[config.mk]
export PLATFORM = sky130hd
export DESIGN_NAME = uart_rx_cmd_flat
export DESIGN_NICKNAME = d
export VERILOG_FILES = /design/src/rtl/uart_rx_cmd_pkg.sv /design/src/rtl/uart_rx_cmd_if.sv /design/src/rtl/uart_rx_cmd_sync2.sv /design/src/rtl/uart_rx_cmd.sv /design/src/flat_wrapper.sv
export SDC_FILE = /design/constraint.sdc
export NUM_CORES = 1
export LEC_CHECK = 0
export ABC_AREA = 1
export BUFFER_PORTS_ARGS = -buffer_cell sky130_fd_sc_hd__buf_2
export CAP_MARGIN = 20
export CORE_MARGIN = 2
export CORE_UTILIZATION = 40
export CTS_BUF_LIST = sky130_fd_sc_hd__clkbuf_16
export DETAILED_ROUTE_END_ITERATION = 10
export PLACE_DENSITY = 0.57
export SLEW_MARGIN = 25
export SYNTH_ARGS = -nofsm -noshare
export SYNTH_HDL_FRONTEND = slang
export SYNTH_HIERARCHICAL = 1
export SYNTH_SLANG_ARGS = --single-unit
export TNS_END_PERCENT = 100
[constraint.sdc]
create_clock -name clk -period 1.37 [get_ports clk]
set_input_delay 0.2055 -clock clk [delete_from_list [all_inputs] [get_ports clk]]
set_output_delay 0.2055 -clock clk [all_outputs]
set_load 0.1 [all_outputs]
[src/rtl/uart_rx_cmd_pkg.sv]
// uart_rx_cmd_pkg: shared UART receive state encoding and payload width
package uart_rx_cmd_pkg;
  localparam int UART_DATA_BITS = 8;
  typedef enum logic [2:0] {ST_IDLE, ST_START, ST_DATA, ST_STOP, ST_WAIT_HIGH} state_e;
endpackage

[src/rtl/uart_rx_cmd_if.sv]
// uart_rx_cmd_if: received-byte valid/ready port (master: data/valid out, ready in; slave: mirror)
interface uart_rx_cmd_if;
  import uart_rx_cmd_pkg::*;
  logic [UART_DATA_BITS-1:0] data;
  logic                      valid;
  logic                      ready;
  modport master (output data, valid, input ready);
  modport slave (input data, valid, output ready);
endinterface

[src/rtl/uart_rx_cmd_sync2.sv]
// uart_rx_cmd_sync2: 2-FF synchroniser (clk, rst_n async low, d_i async in, q_o synced out reset to RST_VAL)
module uart_rx_cmd_sync2 #(
  parameter logic RST_VAL = 1'b1
) (
  input  logic clk,
  input  logic rst_n,
  input  logic d_i,
  output logic q_o
);
  logic meta_q, sync_q;
  always_ff @(posedge clk or negedge rst_n) begin
    if (!rst_n) begin
      meta_q <= RST_VAL;
      sync_q <= RST_VAL;
    end else begin
      meta_q <= d_i;
      sync_q <= meta_q;
    end
  end
  assign q_o = sync_q;
endmodule

[src/rtl/uart_rx_cmd.sv]
// uart_rx_cmd: 8N1 UART receiver (clk, rst_n, rx_i serial in; out_if byte valid/ready; busy_o, frame_err_o, overrun_err_o pulses)
module uart_rx_cmd
  import uart_rx_cmd_pkg::*;
#(
  parameter int CLKS_PER_BIT = 868
) (
  input  logic                 clk,
  input  logic                 rst_n,
  input  logic                 rx_i,
  uart_rx_cmd_if.master        out_if,
  output logic                 busy_o,
  output logic                 frame_err_o,
  output logic                 overrun_err_o
);
  localparam int CW = $clog2(CLKS_PER_BIT);
  localparam int IW = $clog2(UART_DATA_BITS);
  localparam logic [CW-1:0] BIT_END  = CW'(CLKS_PER_BIT - 1);
  localparam logic [CW-1:0] HALF_END = CW'(CLKS_PER_BIT / 2 - 1);
  localparam logic [IW-1:0] IDX_END  = IW'(UART_DATA_BITS - 1);
  state_e                    state_q, state_d;
  logic [CW-1:0]             cnt_q, cnt_d;
  logic [IW-1:0]             idx_q, idx_d;
  logic [UART_DATA_BITS-1:0] shreg_q, shreg_d, data_q, data_d;
  logic                      done_q, done_d, armed_q, armed_d, valid_q, valid_d;
  logic                      ferr_q, ferr_d, ovr_q, ovr_d;
  logic                      rx_s, take;
  uart_rx_cmd_sync2 #(.RST_VAL(1'b1)) u_sync (
    .clk  (clk),
    .rst_n(rst_n),
    .d_i  (rx_i),
    .q_o  (rx_s)
  );
  assign take = valid_q & out_if.ready;
  always_comb begin
    state_d = state_q;
    cnt_d   = cnt_q + 1'b1;
    idx_d   = idx_q;
    shreg_d = shreg_q;
    done_d  = 1'b0;
    ferr_d  = 1'b0;
    armed_d = armed_q | ((state_q == ST_IDLE) & rx_s);
    valid_d = valid_q & ~take;
    data_d  = data_q;
    ovr_d   = done_q & valid_q & ~take;
    if (done_q && (!valid_q || take)) begin
      data_d  = shreg_q;
      valid_d = 1'b1;
    end
    case (state_q)
      ST_IDLE: begin
        cnt_d = '0;
        if (!rx_s) state_d = armed_q ? ST_START : ST_WAIT_HIGH;
      end
      ST_START: if (cnt_q == HALF_END) begin
        cnt_d   = '0;
        idx_d   = '0;
        state_d = rx_s ? ST_IDLE : ST_DATA;
      end
      ST_DATA: if (cnt_q == BIT_END) begin
        cnt_d   = '0;
        shreg_d = {rx_s, shreg_q[UART_DATA_BITS-1:1]};
        idx_d   = idx_q + 1'b1;
        if (idx_q == IDX_END) state_d = ST_STOP;
      end
      ST_STOP: if (cnt_q == BIT_END) begin
        cnt_d   = '0;
        done_d  = rx_s;
        ferr_d  = ~rx_s;
        state_d = rx_s ? ST_IDLE : ST_WAIT_HIGH;
      end
      ST_WAIT_HIGH: begin
        cnt_d = '0;
        if (rx_s) state_d = ST_IDLE;
      end
      default: state_d = ST_IDLE;
    endcase
  end
  always_ff @(posedge clk or negedge rst_n) begin
    if (!rst_n) begin
      state_q <= ST_IDLE;
      cnt_q   <= '0;
      idx_q   <= '0;
      shreg_q <= '0;
      done_q  <= 1'b0;
      armed_q <= 1'b0;
      valid_q <= 1'b0;
      data_q  <= '0;
      ferr_q  <= 1'b0;
      ovr_q   <= 1'b0;
    end else begin
      state_q <= state_d;
      cnt_q   <= cnt_d;
      idx_q   <= idx_d;
      shreg_q <= shreg_d;
      done_q  <= done_d;
      armed_q <= armed_d;
      valid_q <= valid_d;
      data_q  <= data_d;
      ferr_q  <= ferr_d;
      ovr_q   <= ovr_d;
    end
  end
  assign out_if.data   = data_q;
  assign out_if.valid  = valid_q;
  assign busy_o        = state_q != ST_IDLE;
  assign frame_err_o   = ferr_q;
  assign overrun_err_o = ovr_q;
endmodule
[src/flat_wrapper.sv]
// flat-port wrapper written by rule: the top's interface ports become plain ports
module uart_rx_cmd_flat import uart_rx_cmd_pkg::*;
#(
  parameter int CLKS_PER_BIT = 868
)
  (clk, rst_n, rx_i, busy_o, frame_err_o, overrun_err_o, out_if_data, out_if_valid, out_if_ready);
  uart_rx_cmd_if out_if_i ();
  input  logic clk;
  input  logic rst_n;
  input  logic rx_i;
  output logic busy_o;
  output logic frame_err_o;
  output logic overrun_err_o;
  output wire logic [$bits(out_if_i.data)-1:0] out_if_data;
  output wire logic [$bits(out_if_i.valid)-1:0] out_if_valid;
  input wire logic [$bits(out_if_i.ready)-1:0] out_if_ready;
  assign out_if_data = out_if_i.data;
  assign out_if_valid = out_if_i.valid;
  assign out_if_i.ready = out_if_ready;
  uart_rx_cmd #(.CLKS_PER_BIT(CLKS_PER_BIT)) u_core (.clk(clk), .rst_n(rst_n), .rx_i(rx_i), .out_if(out_if_i), .busy_o(busy_o), .frame_err_o(frame_err_o), .overrun_err_o(overrun_err_o));
endmodule
==> results of run 1 <==
[state kept, by name, indices dropped and copies added (netlist names), 3 cells and up]
register	flops
u_core/state_q	3
u_core/idx_q	3
u_core/shreg_q	8
u_core/cnt_q	10
u_core/out_if.data	8
[worst max-delay path, cell delays in order (launching register included)]
cell	delay, ps
dfrtp_1	400
inv_1	100
ha_4	120
nand3_1	60
nor2_1	120
nand2_2	90
nand2_4	100
nand3_4	130
and3_1	170
[logic make-up (layout without fill, tap and decap cells)]
family | count (synthesis) | after routing | synth area share [%]
AO/OA/AOI/OAI | 31 | 31 | 9.63
adder cells (fa/ha/maj) | 4 | 4 | 2.73
buffers and inverters | 36 | 83 | 7.99
flip-flops | 39 | 39 | 53.4
AND/OR/NAND/NOR | 95 | 95 | 26.2
[Yosys cell counts, types with 3 or more instances]
cell / n
a21oi_1: 3
a31oi_1: 3
dfrtp_1: 37
ha_1: 4
inv_1: 31
nand2_1: 51
nand2_2: 3
nand3_1: 12
nand4_1: 4
nor2_1: 9
nor2_2: 3
o21ai_0: 22
[metrics by stage]
| stage | cell area, um^2 | instances | TNS, ps | utilization, % | worst slack (ps) |
|---|---|---|---|---|---|
| finish | 2510 | 304 | -243 | 57.3 | -31.7 |
| global placement | 2120 | 285 | -180 | 48.3 | -27.6 |
| floorplan | 1840 | 205 | 0 | - | 2.12 |
| global route | 2510 | 304 | -2070 | 57.3 | -132 |
| detailed placement | 2120 | 285 | -729 | 48.3 | -71.6 |
| CTS | 2440 | 303 | -401 | 55.6 | -44.4 |
[timing repair]
item	CTS	global route
endpoints found under the hold margin	16	0
cloned	1	1
endpoints found under the setup margin	20	28
gates resized for setup	23	26
pin swaps	10	10
buffers inserted	8	1
hold buffers	1	0
[layout by cell type (no fill, tap or decap), types with 2 or more instances in the layout]
| master | n |
|---|---|
| a21oi_1 | 3 |
| a31oi_1 | 3 |
| buf_12 | 5 |
| buf_2 | 14 |
| buf_4 | 19 |
| buf_6 | 2 |
| clkbuf_16 | 6 |
| dfrtp_1 | 34 |
| dfrtp_2 | 2 |
| dfstp_2 | 2 |
| ha_1 | 2 |
| inv_1 | 32 |
| inv_2 | 2 |
| nand2_1 | 40 |
| nand2_2 | 12 |
| nand2_4 | 4 |
| nand3_1 | 11 |
| nand4_1 | 4 |
| nor2_1 | 4 |
| nor2_2 | 6 |
| nor2_4 | 4 |
| nor3_4 | 2 |
| o21ai_0 | 13 |
| o21ai_1 | 3 |
| o21ai_2 | 6 |
| o21ai_4 | 2 |
[where the power goes]
group | total (mW) | switching (mW) | internal (mW)
combinational | 1.34 | 0.722 | 0.615
sequential | 1.33 | 0.0900 | 1.24
clock | 1.11 | 0.447 | 0.664
total | 3.77 | 1.26 | 2.51
[how the worst max path moves through the flow]
stage | to | from
floorplan | u_core/idx_q[0] | u_core/cnt_q[0]
global placement | u_core/shreg_q[6] | u_core/cnt_q[0]
detailed placement | u_core/shreg_q[5] | u_core/cnt_q[0]
CTS | u_core/shreg_q[5] | u_core/cnt_q[0]
global route | u_core/cnt_q[3] | u_core/cnt_q[1]
finish | u_core/cnt_q[3] | u_core/cnt_q[1]
[metal layers]
| metal | track usage, % | wire length [um] | vias up |
|---|---|---|---|
| met1 | 21.2 | 1790 | 687 |
| met3 | 4.22 | 107 | 6 |
| li1 | - | - | 741 |
| met4 | 5.66 | 50 | 0 |
| met5 | 0 | 0 | - |
| met2 | 23.8 | 1670 | 20 |
[cell type report]
cell class                      instances  area share (%)
Clock buffer                            5            4.98
Clock inverter                          3           0.647
Inverter                               33            4.93
Multi-Input combinational cell        130            33.0
Sequential cell                        39            39.2
Tap cell                               52            2.59
Timing Repair Buffer                   42            14.7
==> metrics.md, run 1 <==
| Metric | Value |
|---|---|
| Number of synthesized register bits | `39` |
| CTS clk-pin slew, worst paths | `60 ps` |
| Die Ht | `71.7 um` |
| Root Driver | `clkbuf_16` |
| Vias per std cell | `4.78` |
| Synth top area cells | `dfrtp_1, nand2_1, inv_1` |
| Final wirelength | `3.61 mm` |
| Critical Path Start Type | `flip-flop` |
| Slew Viols, Final | `0` |
| Synth Warn # | `6` |
| CTS Sinks | `39` |
| Setup violators final | `11` |
| Min Tclk post-route | `1400 ps` |
| PortBufs | `15` |
| Share of cells above drive strength 1 | `38.5%` |
| Post-Syn Area | `1830 um^2` |
| Violated checks | `negative setup slack` |
| Final cycle utilization of the critical path | `102%` |
| Die Area | `5140 um^2` |
| CP Data Arrival Time | `1570 ps` |
| Initial core utilization | `41.8%` |
| Hold path endpoint | `u_core/u_sync/meta_q` |
| RePlAce Congestion | `0.841` |
| Grt total ovfl | `0` |
| Final Hold Viols | `0` |
| Post-synth top area share | `50.5%` |
| Yosys top cell by area | `dfrtp_1` |
| Max VDD drop | `1.35 mV` |
| Syn Inst Count | `205` |
| Row cnt | `24` |
| Hold path cells | `1` |
| Routed Antenna Nets | `0` |
| ANT cells | `0` |
| # fillers | `383` |
| Fmax | `713 MHz` |
| Asr flop ratio synth | `100%` |
| R2r endpoint | `u_core/cnt_q[3]` |
| I/O Pins | `16` |
| Hold/Removal Path Class | `in2reg` |
| CORE AREA | `4380 um^2` |
| Max H-tree Level | `2` |
| Worst-path fanout max | `8` |
| Die W | `71.7 um` |
| Number of remaining DRC errors | `0` |
| Initial antenna violation count | `0` |
| CTS max path bufs | `2` |
| Cell variety after synth | `29` |
| Most used flip-flop cell after synthesis | `dfrtp_1` |
| Hold Crit Start | `rx_i` |
| GR Util All Layers | `15.5%` |
| Area occupied by multi-input gates | `828 um^2` |
| RR Startpoint | `u_core/cnt_q[1]` |
| Vias in the first global route | `1338` |
| Post-DP HPWL | `2.46 mm` |
| P_leak | `1.24 nW` |
| Mapped Avg Cell Area | `8.94 um^2` |
| Worst-case headroom to the max-slew limit | `67.8%` |
| Fin nets | `259` |
| Worst slew pin tran | `486 ps` |
| Area Growth Syn to Fin | `37.2%` |
| Worst R2R Path Depth | `8` |
| Unrepaired setup endpoints after global routing | `true` |
| Register area share after synthesis | `53.4%` |
| First DRT Iteration DRCs | `81` |
| Worst hold slack | `21.3 ps` |
| Detailed Routing Iterations Pass 1 | `4` |
| Worst-skew pair later-pin latency | `280 ps` |
| Synthesized Nets | `213` |
| Final Skew | `1.91 ps` |
| Flop2flop setup slack | `-30 ps` |
| Max cap viols | `0` |
| DR WL/cell | `11.9 um` |
| Register area | `985 um^2` |
| Vias | `1454` |
| Total Power | `3.77 mW` |
| CTS tree | `yes` |
| Pwr Density | `1500 nW/um^2` |
| Setup crit end kind | `flip-flop` |
| WP data required | `1540 ps` |
| Final setup margin | `-31.7 ps` |
| Total CTS buffers | `5` |
| First-pass GRT wire length | `6.20 mm` |
| Status | `finished, violations left` |
| Largest net degree at the start of global routing | `24` |
| Number of synthesized flops with an enable pin | `0` |
| Crit Path Category | `reg2reg` |
No activity file was read; power rests on OpenSTA's default activity.
==> run 2, diff against run 1 <==
CORE_UTILIZATION = 52   (was 40)
PLACE_DENSITY = 0.72   (was 0.57)
SYNTH_HIERARCHICAL = not set   (was 1)
==> run 2 against run 1 <==
The run still ends with negative setup slack left. Non-clock buffer count fell by 7. Area after synthesis rose by 0.82%. Setup slack improved by 7.5 ps. Maximum frequency rose by 0.54%. Sequential share of layout area rose by 2.0 points. Sequential cell count did not move. Routed wire length rose by 3.8%. Sequential power barely moved. Core utilization rose by 14 points. Register-to-register slack barely moved. Die area fell by 21%. Largest power group is now registers.
==> metrics.md, run 2 <==
| Metric | Value |
|---|---|
| Slew Viols, Final | `0 (unchanged)` |
| Max cap viols | `0 (unchanged)` |
| Dpl ws | `-59.4 ps (was -71.6 ps)` |
| Seq pwr share | `36.9% (was 35.1%)` |
| Area occupied by multi-input gates | `793 um^2 (was 828 um^2)` |
| Largest family of logic cells by synthesized area | `simple AND/OR/NAND/NOR gates (unchanged)` |
| WP data required | `1560 ps (was 1540 ps)` |
| Vias | `1466 (was 1454)` |
| Min Tclk post-route | `1390 ps (was 1400 ps)` |
| Synthesized Nets | `224 (was 213)` |
| Unrepaired setup endpoints after global routing | `true (unchanged)` |
| CTS clk-pin slew, worst paths | `60 ps (about the same)` |
| Mapped Avg Cell Area | `8.55 um^2 (was 8.94 um^2)` |
| First DRT Iteration DRCs | `73 (was 81)` |
| Hold path endpoint | `u_core.u_sync.meta_q (was u_core/u_sync/meta_q)` |
| Clk pwr share | `30.0% (was 29.4%)` |
| Synth top area cells | `dfrtp_1, nand2_1, inv_1 (unchanged)` |
| Max FFs per register | `10 (unchanged)` |
| Row cnt | `21 (was 24)` |
| CP cell instances | `ha_2 > nand2_1 > nor2_2 > nand2_4 > nor2_8 > buf_12 > nand2_4 > o21ai_2 (was inv_1 > ha_4 > nand3_1 > nor2_1 > nand2_2 > nand2_4 > nand3_4 > and3_1)` |
| Total CTS buffers | `5 (unchanged)` |
| Yosys top cell by area | `dfrtp_1 (unchanged)` |
| Pwr Density | `1530 nW/um^2 (was 1500 nW/um^2)` |
| PortBufs | `15 (unchanged)` |
| Max VDD drop | `0.970 mV (was 1.35 mV)` |
| ANT cells | `0 (unchanged)` |
| Status | `finished, violations left (unchanged)` |
| P_leak | `1.28 nW (was 1.24 nW)` |
| Post-Synth Simple-Gate Area | `29.2% (was 26.2%)` |
| R2r endpoint | `u_core.shreg_q[2] (was u_core/cnt_q[3])` |
| NetSw | `1.27 mW (was 1.26 mW)` |
| Detailed Routing Iterations Pass 1 | `4 (unchanged)` |
| Post-Syn Area | `1850 um^2 (was 1830 um^2)` |
| Die Area | `4040 um^2 (was 5140 um^2)` |
| Commonest cells post-synth | `nand2_1, dfrtp_1, inv_1 (unchanged)` |
| Register area | `985 um^2 (unchanged)` |
| CTS max path bufs | `2 (unchanged)` |
| Die W | `63.6 um (was 71.7 um)` |
| Commonest non-fill, non-tap cells in the layout | `nand2_1, dfrtp_1, inv_1 (unchanged)` |
| Cell variety after synth | `25 (was 29)` |
| Post-DP HPWL | `2.53 mm (was 2.46 mm)` |
| I/O Pins | `16 (unchanged)` |
| Crit Path Category | `reg2reg (unchanged)` |
| Most frequent cell after synthesis | `nand2_1 (unchanged)` |
| Initial antenna violation count | `0 (unchanged)` |
| CP Data Arrival Time | `1590 ps (was 1570 ps)` |
| Root Driver | `clkbuf_16 (unchanged)` |
| Synth Area in Compound Gates | `4.88% (was 9.63%)` |
| Largest net degree at the start of global routing | `24 (unchanged)` |
| Area Growth Syn to Fin | `29.5% (was 37.2%)` |
| Fin nets | `264 (was 259)` |
| Grt met3 use | `3.93% (was 4.22%)` |
| RePlAce Congestion | `0.785 (was 0.841)` |
| Worst R2R Path Depth | `8 (unchanged)` |
| Number of synthesized flops with an enable pin | `0 (unchanged)` |
| Number of remaining DRC errors | `0 (unchanged)` |
| Worst-skew pair later-pin latency | `280 ps (about the same)` |
| Vias per std cell | `4.84 (was 4.78)` |
| CTS tree | `yes (unchanged)` |
| CORE AREA | `3360 um^2 (was 4380 um^2)` |
| GR Util All Layers | `21.8% (was 15.5%)` |
| Synth Warn # | `0 (was 6)` |
| Final Hold Viols | `0 (unchanged)` |
| Final setup margin | `-24.3 ps (was -31.7 ps)` |
| Number of synthesized register bits | `39 (unchanged)` |
| Cell-internal power | `2.40 mW (was 2.51 mW)` |
| Worst stage delay on the critical path | `390 ps (was 400 ps)` |
| Max H-tree Level | `2 (unchanged)` |
| Hold Crit Start | `rx_i (unchanged)` |
| Commonest non-fill, non-tap cell in the layout | `nand2_1 (unchanged)` |
| Register area share after synthesis | `53.0% (was 53.4%)` |
| First-pass GRT wire length | `6.76 mm (was 6.20 mm)` |
| Most flops, register | `u_core.cnt_q (was u_core/cnt_q)` |
| Grt total ovfl | `0 (unchanged)` |
| Combinational Power Share | `33.2% (was 35.4%)` |
| Hold/Removal Path Class | `in2reg (unchanged)` |
| Most Crowded Layer GR | `met2 (unchanged)` |
| Asr flop ratio synth | `100% (unchanged)` |
| Met2 Usage GRT | `37.0% (was 23.8%)` |
| Share of cells above drive strength 1 | `29.2% (was 38.5%)` |
| Final wirelength | `3.75 mm (was 3.61 mm)` |
| DR WL/cell | `12.4 um (was 11.9 um)` |
| Critical Path Start Type | `flip-flop (unchanged)` |
| Total Power | `3.67 mW (was 3.77 mW)` |
| # fillers | `275 (was 383)` |
| Die Ht | `63.6 um (was 71.7 um)` |
| Syn Inst Count | `216 (was 205)` |
| Worst slew pin tran | `497 ps (was 486 ps)` |
| Final cycle utilization of the critical path | `102% (about the same)` |
| Worst-path fanout max | `6 (was 8)` |
| Setup violators final | `17 (was 11)` |
| Final Skew | `4.07 ps (was 1.91 ps)` |
| Switching share of power | `34.5% (was 33.4%)` |
| CTS Sinks | `39 (unchanged)` |
| Setup crit end kind | `flip-flop (unchanged)` |
| Met1 usage | `26.8% (was 21.2%)` |
| Fmax | `717 MHz (was 713 MHz)` |
| Most frequent CP cell | `nand2_4` |
| XOR/XNOR Fraction of Synth Area | `1.90% (was 0%)` |
| Post-synthesis adder-cell area fraction | `2.71% (was 2.73%)` |
| Vias in the first global route | `1535 (was 1338)` |
| Routed Antenna Nets | `0 (unchanged)` |
| Flop2flop setup slack | `-20 ps (was -30 ps)` |
| RR Startpoint | `u_core.cnt_q[0] (was u_core/cnt_q[1])` |
| Most used flip-flop cell after synthesis | `dfrtp_1 (unchanged)` |
| Worst-case headroom to the max-slew limit | `67.1% (was 67.8%)` |
| Worst path slowest cell | `dfrtp_1 (unchanged)` |
| Hold path cells | `1 (unchanged)` |
| Violated checks | `negative setup slack (unchanged)` |
| Initial core utilization | `54.9% (was 41.8%)` |
| Post-synth top area share | `50.1% (was 50.5%)` |
| Post-synthesis mux area share | `0.610% (was 0%)` |
-- run 2: cell types whose count changed after synthesis, moves of 2 or more --
cell / change
nor2_1: +10
nor3_4: -2
xor2_1: +3
nand4_1: +3
o21ai_1: +5
a31oi_1: -3
o21ai_0: -9
and3_1: -2
a21oi_1: -3
nand2_1: +10
nand3_1: +2
-- run 2: cell type report --
class / instances / area share, %
repair buffers: 35 / 11.9
clock inverters: 3 / 0.680
clock buffers: 5 / 5.23
inverters: 34 / 5.44
well taps: 46 / 2.41
flip-flops and latches: 39 / 41.2
multi-input cells: 141 / 33.2
-- run 2: critical path, delay by kind of cell, from the launching register on --
kind	cells	cell delay (ps)
simple gates	5	500
buf+inv	1	140
compound gates	1	70
fa+ha+maj	1	220
flops	1	390
-- run 2: through the flow --
step           utilization [%]  setup TNS [ps]  cell area [um^2]  std cells  hold slack (ps)
2_1_floorplan                -           -71.9              1860        216            -90.1
3_3_place_gp              64.2           -66.9              2160        292              154
3_5_place_dp              64.2            -345              2160        292              149
4_1_cts                   70.5            -122              2370        303             19.2
5_1_grt                   71.1           -2480              2390        303             22.7
6_report                  71.1            -205              2390        303             24.9
-- run 2: power by group through the flow --
stage	registers [mW]	clock network (mW)	logic, mW
6_report	1.35	1.10	1.22
5_1_grt	1.37	1.17	1.35
4_1_cts	1.34	1.11	1.19
3_5_place_dp	1.35	0	1.10
3_3_place_gp	1.34	0	1.08
2_1_floorplan	1.34	0	0.700
-- run 2: worst max path at each step --
stage | start | endpoint | cells past startpoint
floorplan | u_core.cnt_q[0] | u_core.shreg_q[1] | 7
global placement | u_core.cnt_q[1] | u_core.cnt_q[2] | 9
detailed placement | u_core.cnt_q[1] | u_core.cnt_q[1] | 9
CTS | u_core.cnt_q[0] | u_core.idx_q[0] | 8
global route | u_core.cnt_q[1] | u_core.idx_q[0] | 8
finish | u_core.cnt_q[0] | u_core.shreg_q[2] | 8
-- run 2: what timing repair did --
action                                 CTS  global route
resized for setup                       16             6
setup endpoints to repair               21            27
buffers inserted                         2             0
endpoints found under the hold margin   14             0
pin swaps                                8             3
hold buffers                             1             0
-- run 2: logic make-up after synthesis --
family	Yosys count
flops	39
compound gates	18
buf+inv	36
fa+ha+maj	4
xor+xnor	4
simple gates	114
mux	1
-- run 2: routing by layer --
metal | vias up | wire (um)
met5 | - | 0
met1 | 687 | 1620
met4 | 0 | 106
met2 | 16 | 1950
li1 | 754 | -
met3 | 9 | 82
==> run 3, diff against run 2 <==
CORE_ASPECT_RATIO = 0.5   (was not set)
==> run 3 against run 2 <==
The flow still finishes with violations (negative setup slack). Via count shrank 0.75%. Setup slack gained 3.6 ps. Final area shrank 1.4%. Sequential power is essentially flat. Critical path type unchanged. Hold slack lost 2.8 ps. Non-clock buffer count shrank 3. Cell count grew 0.66%. Count of clock-buffer cells in the layout is the same. Routed wire length shrank 3.1%. Global-route usage shrank 1.1 points. Total power shrank 0.75%. Core utilization shrank 2.0 points.
==> metrics.md, run 3 (same netlist as run 2, synthesis figures left out) <==
| Metric | Value |
|---|---|
| Number of remaining DRC errors | `0 (unchanged)` |
| Vias | `1455 (was 1466)` |
| First DRT Iteration DRCs | `78 (was 73)` |
| Final Skew | `4.61 ps (was 4.07 ps)` |
| Die W | `88.3 um (was 63.6 um)` |
| Routed Antenna Nets | `0 (unchanged)` |
| Commonest non-fill, non-tap cells in the layout | `nand2_1, dfrtp_1, inv_1 (unchanged)` |
| Fin util | `69.0% (was 71.1%)` |
| Design area | `2360 um^2 (was 2390 um^2)` |
| Die Ht | `46.1 um (was 63.6 um)` |
| Worst-path fanout max | `5 (was 6)` |
| Met2 Usage GRT | `37.3% (was 37.0%)` |
| Final Hold Viols | `0 (unchanged)` |
| Met1 usage | `23.9% (was 26.8%)` |
| Setup violators final | `10 (was 17)` |
| First-pass GRT wire length | `6.19 mm (was 6.76 mm)` |
| Max H-tree Level | `2 (unchanged)` |
| CTS max path bufs | `2 (unchanged)` |
| Non-filler instance count after layout | `305 (was 303)` |
| Final cycle utilization of the critical path | `102% (about the same)` |
| Min Tclk post-route | `1390 ps (about the same)` |
| Worst hold slack | `22.0 ps (was 24.9 ps)` |
| Vias in the first global route | `1442 (was 1535)` |
| Grt total ovfl | `0 (unchanged)` |
| Fmax | `719 MHz (was 717 MHz)` |
| Detailed Routing Iterations Pass 1 | `4 (unchanged)` |
| Row cnt | `15 (was 21)` |
| Slew Viols, Final | `0 (unchanged)` |
| Total Power | `3.64 mW (was 3.67 mW)` |
| Worst-skew pair later-pin latency | `280 ps (about the same)` |
| GR Util All Layers | `20.7% (was 21.8%)` |
| ANT cells | `0 (unchanged)` |
| Violated checks | `negative setup slack (unchanged)` |
| Most flops, register | `u_core.cnt_q (unchanged)` |
| Vias per std cell | `4.77 (was 4.84)` |
| Setup crit end kind | `flip-flop (unchanged)` |
| Max VDD drop | `0.871 mV (was 0.970 mV)` |
| # fillers | `278 (was 275)` |
| Largest net degree at the start of global routing | `40 (was 24)` |
| Area Growth Syn to Fin | `27.7% (was 29.5%)` |
| CORE AREA | `3420 um^2 (was 3360 um^2)` |
| I/O Pins | `16 (unchanged)` |
| Hold/Removal Path Class | `in2reg (unchanged)` |
| Status | `finished, violations left (unchanged)` |
| CP Data Arrival Time | `1560 ps (was 1590 ps)` |
| Commonest non-fill, non-tap cell in the layout | `nand2_1 (unchanged)` |
| Pwr Density | `1540 nW/um^2 (was 1530 nW/um^2)` |
| Initial core utilization | `54.1% (was 54.9%)` |
| Inst Count DP | `295 (was 292)` |
| CTS Sinks | `39 (unchanged)` |
| Final setup margin | `-20.7 ps (was -24.3 ps)` |
| Max cap viols | `0 (unchanged)` |
| P_leak | `1.24 nW (was 1.28 nW)` |
| Total CTS buffers | `5 (unchanged)` |
| Grt met3 use | `5.91% (was 3.93%)` |
| Post-Route Setup TNS | `-119 ps (was -205 ps)` |
| Fin nets | `261 (was 264)` |
| CTS tree | `yes (unchanged)` |
| Placement Cell Area | `2150 um^2 (was 2160 um^2)` |
| Die Area | `4070 um^2 (was 4040 um^2)` |
| Initial antenna violation count | `0 (unchanged)` |
| Register area | `985 um^2 (unchanged)` |
| Worst-case headroom to the max-slew limit | `67.3% (was 67.1%)` |
| Final wirelength | `3.63 mm (was 3.75 mm)` |
| Critical Path Start Type | `flip-flop (unchanged)` |
| RePlAce Congestion | `0.834 (was 0.785)` |
| PortBufs | `15 (unchanged)` |
| Share of cells above drive strength 1 | `26.8% (was 29.2%)` |
| Max FFs per register | `10 (unchanged)` |
| Post-DP HPWL | `2.54 mm (was 2.53 mm)` |
| Crit Path Category | `reg2reg (unchanged)` |
| Unrepaired setup endpoints after global routing | `true (unchanged)` |
| Dpl ws | `-58.1 ps (was -59.4 ps)` |
| Area occupied by multi-input gates | `777 um^2 (was 793 um^2)` |
| CTS clk-pin slew, worst paths | `50 ps (was 60 ps)` |
| DR WL/cell | `11.9 um (was 12.4 um)` |
| Worst slew pin tran | `494 ps (was 497 ps)` |
| WP data required | `1540 ps (was 1560 ps)` |
| Most Crowded Layer GR | `met2 (unchanged)` |
| Root Driver | `clkbuf_16 (unchanged)` |
==> run 3: routing by layer <==
layer	wire length (um)	share of wire (%)
met1	1640	45
met2	1800	50
met3	130	3.6
met4	57	1.6
met5	0	0
==> run 3: where the power goes <==
part           total [mW]  internal, mW  switching, mW
sequential           1.36          1.24          0.118
combinational        1.18         0.465          0.717
clock                1.10         0.663          0.437
==> run 3: path summary, 6_finish.rpt <==
| path | end | cells after the start | from | slack (ps) |
|---|---|---|---|---|
| hold reg to reg | u_core.u_sync.q_o | 0 | u_core.u_sync.meta_q | 360 |
| setup / recovery | u_core.cnt_q[3] | 9 | u_core.cnt_q[1] | -20 |
| setup reg to reg | u_core.cnt_q[3] | 9 | u_core.cnt_q[1] | -20 |
| max in group asynchronous | u_core.u_sync.q_o | 3 | rst_n | 690 |
| min in group asynchronous | u_core.cnt_q[3] | 3 | rst_n | 430 |
| hold / removal | u_core.u_sync.meta_q | 1 | rx_i | 20 |
==> run 3: cell type report <==
class                      count  area share, %
sequential                    39           41.8
tap                           51           2.71
clock inverter                 3          0.690
inverter                      34           5.52
timing repair buffer          32           11.1
multi-input combinational    141           32.9
clock buffer                   5           5.31
==> run 3: timing repair <==
action,4_1_cts,5_1_grt
pin swaps,4,0
endpoints found under the setup margin,23,25
hold endpoints to repair,37,0
hold buffers,1,0
gates cloned,0,0
resized for setup,12,3
setup buffers,1,0
==> run 3: critical path, stage by stage (launching register included) <==
cell and delay, ps:
dfrtp_1 400, inv_1 70, ha_2 160, nand2_2 70
nor2_4 100, nand3_2 110, nand2_4 110, nand3b_4 120
inv_4 90, nor2_1 40
